File: config.mk
export PLATFORM = sky130hd
export DESIGN_NAME = ws2812_spectrum_sched
export DESIGN_NICKNAME = d
export VERILOG_FILES = /design/src/rtl/ws2812_spectrum_sched.sv
export SDC_FILE = /design/constraint.sdc
export NUM_CORES = 1
export LEC_CHECK = 0
export CORE_MARGIN = 2
export CORE_UTILIZATION = 53
export CTS_BUF_LIST = sky130_fd_sc_hd__clkbuf_4 sky130_fd_sc_hd__clkbuf_8
export DETAILED_ROUTE_END_ITERATION = 8
export PLACE_DENSITY = 0.79
export SLEW_MARGIN = 20
export SYNTH_ARGS = -nofsm -noshare
export SYNTH_HDL_FRONTEND = slang
export SYNTH_SLANG_ARGS = --single-unit
File: constraint.sdc
create_clock -name clk -period 4.12 [get_ports clk]
set_input_delay 0.412 -clock clk [delete_from_list [all_inputs] [get_ports clk]]
set_output_delay 0.412 -clock clk [all_outputs]
set_load 0.05 [all_outputs]
File: src/rtl/ws2812_spectrum_sched.sv
`default_nettype none
// ============================================================================
// ws2812_spectrum_sched : FFT bins -> bar/peak-hold bitmap, double buffered,
// swapped into the driver-facing buffer on disp_sync.
// Optional macro WS2812_SERPENTINE_EN : odd rows column-reversed.
// Rev 1.0
// ============================================================================
module ws2812_spectrum_sched #(
    parameter int WS2812_M   = 8,
    parameter int WS2812_N   = 8,
    parameter int MAG_W      = 16,
    parameter int LVL_SHIFT  = 12,
    parameter int PEAK_DECAY = 4
) (
    input  logic                         clk,
    input  logic                         rst_n,
    input  logic                         bin_valid,
    output logic                         bin_ready,
    input  logic [MAG_W-1:0]             bin_mag,
    input  logic                         bin_last,
    input  logic                         disp_sync,
    output logic [WS2812_M*WS2812_N-1:0] arry_data,
    output logic [15:0]                  frame_cnt,
    output logic                         bin_err
);

    localparam int c_lvl_w  = $clog2(WS2812_M + 1);
    localparam int c_col_w  = (WS2812_N > 1) ? $clog2(WS2812_N) : 1;
    localparam int c_dcnt_w = (PEAK_DECAY > 1) ? $clog2(PEAK_DECAY) : 1;
    localparam int c_bits   = WS2812_M * WS2812_N;

    localparam logic [c_col_w-1:0]  c_last_col   = c_col_w'(WS2812_N - 1);
    localparam logic [c_dcnt_w-1:0] c_decay_last = c_dcnt_w'(PEAK_DECAY - 1);
    localparam logic [c_lvl_w-1:0]  c_lvl_max    = c_lvl_w'(WS2812_M);

    typedef enum logic [1:0] {
        S_COLLECT = 2'd0,
        S_BUILD   = 2'd1,
        S_PUBLISH = 2'd2
    } state_t;

    state_t               r_state;
    state_t               w_state_next;

    logic [c_col_w-1:0]   r_col;
    logic [c_col_w-1:0]   r_bc;
    logic [c_lvl_w-1:0]   r_lvl  [WS2812_N];
    logic [c_lvl_w-1:0]   r_peak [WS2812_N];
    logic [c_bits-1:0]    r_back;
    logic [c_bits-1:0]    r_front;
    logic [15:0]          r_frame_cnt;
    logic                 r_bin_err;
    logic [c_dcnt_w-1:0]  r_dcnt;

    logic                 w_xfer;
    logic                 w_decay_now;
    logic [MAG_W-1:0]     w_shift;
    logic [c_lvl_w-1:0]   w_sat;
    logic [c_lvl_w-1:0]   w_lvl_c;
    logic [c_lvl_w-1:0]   w_peak_c;
    logic [c_lvl_w-1:0]   w_peak_new;
    logic [WS2812_M-1:0]  w_lit;
    logic [c_bits-1:0]    w_back_next;

    function automatic int bit_index(input int row, input int col);
`ifdef WS2812_SERPENTINE_EN
        return (row % 2 == 1) ? row * WS2812_N + (WS2812_N - 1 - col)
                              : row * WS2812_N + col;
`else
        return row * WS2812_N + col;
`endif
    endfunction

    // Ready is forced low while reset is held, even though the state is already COLLECT.
    assign bin_ready = (r_state == S_COLLECT) && rst_n;
    assign w_xfer    = bin_valid && bin_ready;

    // Saturate on the full-width shifted value so large magnitudes cannot alias.
    assign w_shift = bin_mag >> LVL_SHIFT;
    assign w_sat   = (w_shift > MAG_W'(WS2812_M)) ? c_lvl_max : w_shift[c_lvl_w-1:0];

    assign w_decay_now = (r_dcnt == c_decay_last);
    assign w_lvl_c     = r_lvl[r_bc];
    assign w_peak_c    = r_peak[r_bc];
    assign w_peak_new  = (w_lvl_c >= w_peak_c) ? w_lvl_c :
                         ((w_decay_now && (w_peak_c != '0)) ? w_peak_c - 1'b1 : w_peak_c);

    always_comb begin
        w_lit = '0;
        for (int r = 0; r < WS2812_M; r++) begin
            w_lit[r] = (c_lvl_w'(r) < w_lvl_c) ||
                       ((w_peak_new != '0) && (c_lvl_w'(r) == w_peak_new - 1'b1));
        end
    end

    always_comb begin
        w_back_next = r_back;
        for (int r = 0; r < WS2812_M; r++) begin
            w_back_next[bit_index(r, int'(r_bc))] = w_lit[r];
        end
    end

    always_ff @(posedge clk or negedge rst_n) begin
        if (!rst_n) begin
            r_state <= S_COLLECT;
        end else begin
            r_state <= w_state_next;
        end
    end

    always_comb begin
        w_state_next = r_state;
        case (r_state)
            S_COLLECT: if (w_xfer && (bin_last || (r_col == c_last_col))) w_state_next = S_BUILD;
            S_BUILD:   if (r_bc == c_last_col) w_state_next = S_PUBLISH;
            S_PUBLISH: if (disp_sync) w_state_next = S_COLLECT;
            default:   w_state_next = S_COLLECT;
        endcase
    end

    always_ff @(posedge clk or negedge rst_n) begin
        if (!rst_n) begin
            r_col       <= '0;
            r_bc        <= '0;
            r_back      <= '0;
            r_front     <= '0;
            r_frame_cnt <= '0;
            r_bin_err   <= 1'b0;
            r_dcnt      <= '0;
            for (int i = 0; i < WS2812_N; i++) begin
                r_lvl[i]  <= '0;
                r_peak[i] <= '0;
            end
        end else begin
            case (r_state)
                S_COLLECT: begin
                    if (w_xfer) begin
                        r_lvl[r_col] <= w_sat;
                        if (r_col == c_last_col) begin
                            r_col <= '0;
                            if (!bin_last) r_bin_err <= 1'b1;
                        end else if (bin_last) begin
                            // Short spectrum: blank the columns that never arrived.
                            r_col     <= '0;
                            r_bin_err <= 1'b1;
                            for (int i = 0; i < WS2812_N; i++) begin
                                if (c_col_w'(i) > r_col) r_lvl[i] <= '0;
                            end
                        end else begin
                            r_col <= r_col + 1'b1;
                        end
                    end
                end
                S_BUILD: begin
                    r_peak[r_bc] <= w_peak_new;
                    r_back       <= w_back_next;
                    r_bc         <= (r_bc == c_last_col) ? '0 : r_bc + 1'b1;
                end
                S_PUBLISH: begin
                    if (disp_sync) begin
                        r_front     <= r_back;
                        r_frame_cnt <= r_frame_cnt + 1'b1;
                        r_dcnt      <= w_decay_now ? '0 : r_dcnt + 1'b1;
                    end
                end
                default: ;
            endcase
        end
    end

    assign arry_data = r_front;
    assign frame_cnt = r_frame_cnt;
    assign bin_err   = r_bin_err;

endmodule
`default_nettype wire
==> results.json, run 1 <==
{
  "status": "finished, final reports clean",
  "report.power.total_uw": 10540,
  "cpMaxStageDelayCell": "dfrtp_2",
  "setup_viol": 0,
  "yosysUniqueCellTypes": 59,
  "relSlewSlack": 0.2972,
  "fp.dieH_um": 138.4,
  "stdcell_count": 1328,
  "power_density_nw_per_um2": 907.4,
  "syn_inst": 960,
  "clock_sinks": 219,
  "synth-edff-count": 0,
  "crit_fanout": 15,
  "synth_top_flop_cell": "dfrtp_1",
  "yosys_warnings": 0,
  "grt_usage": 0.2371,
  "ys_ff_latch": 219,
  "timing.rr.end": "r_back[51]",
  "grt_overflow": 0,
  "io_pins": 103,
  "clkTransAtPathRegs_ns": 0.06,
  "chipWidth_um": 138.4,
  "yosysSeqAreaShare": 0.5728,
  "yosysTopAreaCell": "dfrtp_1",
  "setup_tns_ns": 0,
  "start_util": 0.5363,
  "dieArea_um2": 19140,
  "slew_viol_final": 0,
  "cts_tree": "yes",
  "reg2reg_slack_ns": 0.25,
  "ir_worst_vdd_v": 0.0005497,
  "r2r-start": "r_bc[1]",
  "crit_path_end_kind": "flip-flop",
  "grt_pass1_wl_um": 37450,
  "hold_viol": 0,
  "crit_start": "r_bc[1]",
  "maxCapViolCount": 0,
  "globalplace.congestion": 0.8220,
  "antenna_found_initial": 0,
  "synth_top_area_share": 0.5728,
  "path_cells": "buf_12 > mux2i_1 > o21a_1 > o211a_1 > inv_1 > ha_1 > nand2b_1 > a2111oi_0 > nor3_1 > buf_4 > o31ai_4 > buf_4 > a41oi_2 > a21oi_1",
  "path_common_cell": "buf_4",
  "rr_worst_depth": 14,
  "critPathKind": "flip-flop to flip-flop",
  "crit_buf_inv": 4,
  "wl_per_cell_um": 16.41,
  "drt_wl_total_um": 21800,
  "synth_area_um2": 9568,
  "finalCritPeriodShare": 0.9385,
  "grt_max_degree": 82,
  "drc": 0,
  "dpl.hpwl_um": 14690,
  "synthArstFlopShare": 1.000,
  "cts_buffer_depth": 3,
  "min_period_ns": 3.867,
  "worstSetupStartpointType": "flip-flop",
  "diodes": 0,
  "setup_slack_ns": 0.2534,
  "post_cts_buffers": 0,
  "p_leak_uw": 0.005493,
  "max_freq_ghz": 0.2586,
  "arrival_ns": 4.30,
  "synthToLayoutAreaGrowth_pct": 21.37,
  "fin_util": 0.6509,
  "core_area_um2": 17840,
  "insertion_delay_ns": 0.53,
  "syn_nets": 995,
  "htreeDepth": 2,
  "rsz0062_at_grt": "no",
  "dpl_worst_slack_ns": 0.1143,
  "drt_iter0_markers": 559,
  "ant_nets": 0,
  "numCtsBuffers": 36,
  "avgSynthCellArea_um2": 9.967,
  "grt_pass1_vias": 7349,
  "dp_cells": 1265,
  "cp.required_ns": 4.55,
  "tightest_slew_ns": 1.045,
  "clock_skew_ns": 0.01748,
  "viasPerCell": 5.523,
  "vias": 7335,
  "io_buffers": 90,
  "synth_area_leaders": "dfrtp_1, nand2_1, nor2_1, mux2_2, o21ai_0",
  "layout-drive-gt1-share": 0.1438,
  "fin_nets": 1110,
  "drt_first_pass_iters": 5,
  "fillers": 1387,
  "max_stage_delay_ns": 0.51,
  "ctsRootBufferMaster": "clkbuf_8",
  "hp-class": "primary input to asynchronous set/reset pin",
  "cp_top_family": "compound AO/OA/AOI/OAI gates",
  "num_rows": 49
}
## layout make-up
cell class,count,area (um2),share of cell area
clock buffers,58,723.2,0.06228
clock inverters,4,23.77,0.002047
inverters,13,50.05,0.004310
multi-input cells,684,3889,0.3349
flip-flops and latches,219,5484,0.4723
well taps,229,286.5,0.02467
repair buffers,121,1156,0.09956
## cell families after synthesis
group / Yosys count / synth area share
fa+ha+maj: 14 / 0.01831
simple gates: 455 / 0.1993
buf+inv: 57 / 0.02524
compound gates: 152 / 0.1055
flops: 219 / 0.5728
xor+xnor: 15 / 0.01373
mux: 48 / 0.06512
## cells in the final DEF (no fill, tap or decap), types with 12 or more instances in the layout
cell type / instances
ha_1: 14
clkbuf_4: 12
clkdlybuf4s50_1: 89
mux2_2: 20
nor2_1: 98
buf_4: 28
dfrtp_1: 216
xnor2_1: 12
clkbuf_8: 47
mux2i_1: 18
a31oi_1: 25
o21ai_0: 45
a21oi_1: 37
nand2_1: 283
nand3_1: 19
## through the flow
stage	instance area, um2	hold slack [ns]
2_1_floorplan	9568	0.1164
3_3_place_gp	10840	0.3346
3_5_place_dp	10840	0.3384
4_1_cts	11600	0.3408
5_1_grt	11610	0.3896
6_report	11610	0.3570
## worst max-delay path by stage
stage / to / slack, ns / depth (start not counted)
2_1_floorplan: r_back[16] / 0.02 / 17
3_3_place_gp: r_back[60] / 0.17 / 11
3_5_place_dp: r_back[60] / 0.11 / 14
4_1_cts: r_back[56] / 0.09 / 14
5_1_grt: r_back[51] / 0.009 / 14
6_report: r_back[51] / 0.25 / 14
## sequential cells by signal, summed over array words and instances (netlist names)
register / cells
bin_err: 1
r_col: 3
r_back: 64
r_dcnt: 2
frame_cnt: 16
r_lvl: 32
r_bc: 3
r_peak: 32
r_state: 2
arry_data: 64
## synthesized netlist by cell type, types with 8 or more instances
master	instances
o21ai_0	45
mux4_2	9
xnor2_1	12
mux2i_1	18
nand2_1	283
a21oi_2	8
a21oi_1	37
clkbuf_1	32
nor3_1	10
mux2_2	20
a31oi_1	25
nand2b_1	8
dfrtp_1	219
nor2_1	99
ha_1	14
inv_1	11
nand3_1	19
## repair_timing
action                                  4_1_cts  5_1_grt
resized for setup                             0        4
endpoints found under the setup margin        0       63
hold buffers                                  1        0
endpoints found under the hold margin        33        0
## report_power, final
group	switching [uW]	leakage (uW)	internal, uW
Clock	828	0.000402	1110
Sequential	520	0.00285	2920
Combinational	3360	0.00224	1810
Total	4700	0.00549	5830
## per-layer routing
layer | share of wire | up-vias | routed length, um | GRT usage
met4 | 0.027 | 0 | 585 | 0.08808
met3 | 0.058 | 41 | 1261 | 0.04191
met5 | 0 | - | 0 | 0
li1 | - | 3472 | - | -
met2 | 0.48 | 235 | 10520 | 0.3817
met1 | 0.43 | 3587 | 9435 | 0.3267
Note: power is estimated with default switching activity, not from simulation.
==> run 2, diff against run 1 <==
--- a/config.mk
+++ b/config.mk
@@ -9,7 +9,7 @@
 export CORE_UTILIZATION = 53
 export CTS_BUF_LIST = sky130_fd_sc_hd__clkbuf_4 sky130_fd_sc_hd__clkbuf_8
 export DETAILED_ROUTE_END_ITERATION = 8
-export PLACE_DENSITY = 0.79
+export PLACE_DENSITY = 0.75
 export SLEW_MARGIN = 20
 export SYNTH_ARGS = -nofsm -noshare
 export SYNTH_HDL_FRONTEND = slang
==> run 2 against run 1 <==
  * Fmax down 2.8%
  * Critical path depth down 3
  * Power up 0.21%
  * Wire length down 1.8%
==> results.json, run 2 (same netlist as run 1, synthesis figures left out) <==
{
  "cp.required_ns": 4.56,
  "fin_nets": 1116,
  "htreeDepth": 2,
  "dpl.hpwl_um": 14590,
  "num_rows": 49,
  "post_cts_buffers": 0,
  "viasPerCell": 5.346,
  "tightest_slew_ns": 1.097,
  "setup_viol": 0,
  "drc": 0,
  "final_common_cell": "nand2_1",
  "core_area_um2": 17840,
  "hold_ws_ns": 0.3837,
  "setup_tns_ns": 0,
  "grt_max_degree": 78,
  "hold_viol": 0,
  "io_buffers": 90,
  "insertion_delay_ns": 0.52,
  "slew_viol_final": 0,
  "start_util": 0.5363,
  "numCtsBuffers": 38,
  "p_leak_uw": 0.005497,
  "grt_pass1_wl_um": 36030,
  "antenna_found_initial": 0,
  "chipWidth_um": 138.4,
  "synthToLayoutAreaGrowth_pct": 21.55,
  "reg2reg_slack_ns": 0.14,
  "io_pins": 103,
  "vias": 7121,
  "min_period_ns": 3.978,
  "layout_common_cells": "nand2_1, dfrtp_1, nor2_1",
  "diodes": 0,
  "ir_worst_vdd_v": 0.0006610,
  "power_density_nw_per_um2": 908.0,
  "globalplace.congestion": 0.8838,
  "clock_skew_ns": 0.01746,
  "clock_sinks": 219,
  "fp.dieH_um": 138.4,
  "status": "finished, final reports clean",
  "fillers": 1444,
  "ant_nets": 0,
  "layout-drive-gt1-share": 0.1469,
  "crit_path_end_kind": "flip-flop",
  "arrival_ns": 4.42,
  "grt_pass1_vias": 7104,
  "relSlewSlack": 0.2646,
  "cts_tree": "yes",
  "finalCritPeriodShare": 0.9656,
  "report.power.total_uw": 10560,
  "wl_per_cell_um": 16.07,
  "grt_overflow": 0,
  "crit_fanout": 15,
  "critPathKind": "flip-flop to flip-flop",
  "max_freq_ghz": 0.2514,
  "drt_iter0_markers": 399,
  "dieArea_um2": 19140,
  "ctsRootBufferMaster": "clkbuf_8",
  "clkTransAtPathRegs_ns": 0.06,
  "worstSetupStartpointType": "flip-flop",
  "cts_buffer_depth": 3,
  "grt_usage": 0.2297,
  "drt_first_pass_iters": 5,
  "maxCapViolCount": 0,
  "drt_wl_total_um": 21410,
  "hp-class": "primary input to asynchronous set/reset pin"
}
[run 2: cell types whose count changed in the layout (fill, tap and decap cells not counted), sizes merged]
cell | previous run | this run
clkinvlp | 0 | 1
buf | 30 | 34
inv | 12 | 11
[run 2: layout make-up]
cell class                      instances  area, um2  area share
Timing Repair Buffer                  125       1182      0.1017
Inverter                               13      50.05    0.004303
Clock buffer                           58      691.9     0.05949
Clock inverter                          4      22.52    0.001937
Multi-Input combinational cell        684       3915      0.3366
Tap cell                              229      286.5     0.02464
Sequential cell                       219       5482      0.4713
[run 2: metal layers]
metal,vias to the layer above,share of wire,global-route usage,wire length (um)
li1,3477,-,-,-
met1,3421,0.45,0.3113,9534
met2,176,0.48,0.3729,10180
met3,47,0.052,0.04711,1123
met4,0,0.027,0.08110,571
met5,-,0,0,0
[run 2: repair_timing]
| action | in CTS | in global routing |
|---|---|---|
| resized for setup | 0 | 5 |
| hold buffers | 1 | 0 |
| hold endpoints to repair | 34 | 0 |
| setup endpoints to repair | 0 | 35 |
[run 2: report_power, final]
group | internal (uW) | switching, uW | total (uW) | leakage, uW
Combinational | 1890 | 3390 | 5280 | 0.00225
Clock | 1060 | 814 | 1870 | 0.000385
Sequential | 2910 | 488 | 3400 | 0.00286
[run 2: critical path, cell delays in order, from the launching register on]
cell	delay, ns
dfrtp_1	0.54
buf_4	0.30
nor2_1	0.07
a221o_1	0.34
a22o_1	0.33
ha_1	0.33
a2111oi_0	0.49
nor3_2	0.17
or3_1	0.40
o211a_2	0.18
o41a_4	0.57
a21oi_2	0.17
[run 2: worst paths after layout]
check | cells past startpoint | end | start
max | 11 | r_back[43] | r_bc[2]
min | 2 | arry_data[61] | rst_n
max reg2reg | 11 | r_back[43] | r_bc[2]
min reg2reg | 2 | arry_data[24] | r_back[24]
max in group asynchronous | 4 | arry_data[52] | rst_n
min in group clk | 2 | arry_data[24] | r_back[24]
[run 2: per-stage QoR]
| stage | setup WS [ns] | utilization | instances | instance area, um2 |
|---|---|---|---|---|
| 3_3_place_gp | 0.2706 | 0.6092 | 1269 | 10870 |
| 2_1_floorplan | 0.01986 | - | 960 | 9568 |
| 5_1_grt | -0.04329 | 0.6519 | 1332 | 11630 |
| 4_1_cts | 0.1698 | 0.6498 | 1332 | 11590 |
| 3_5_place_dp | 0.2288 | 0.6092 | 1269 | 10870 |
| 6_report | 0.1416 | 0.6519 | 1332 | 11630 |
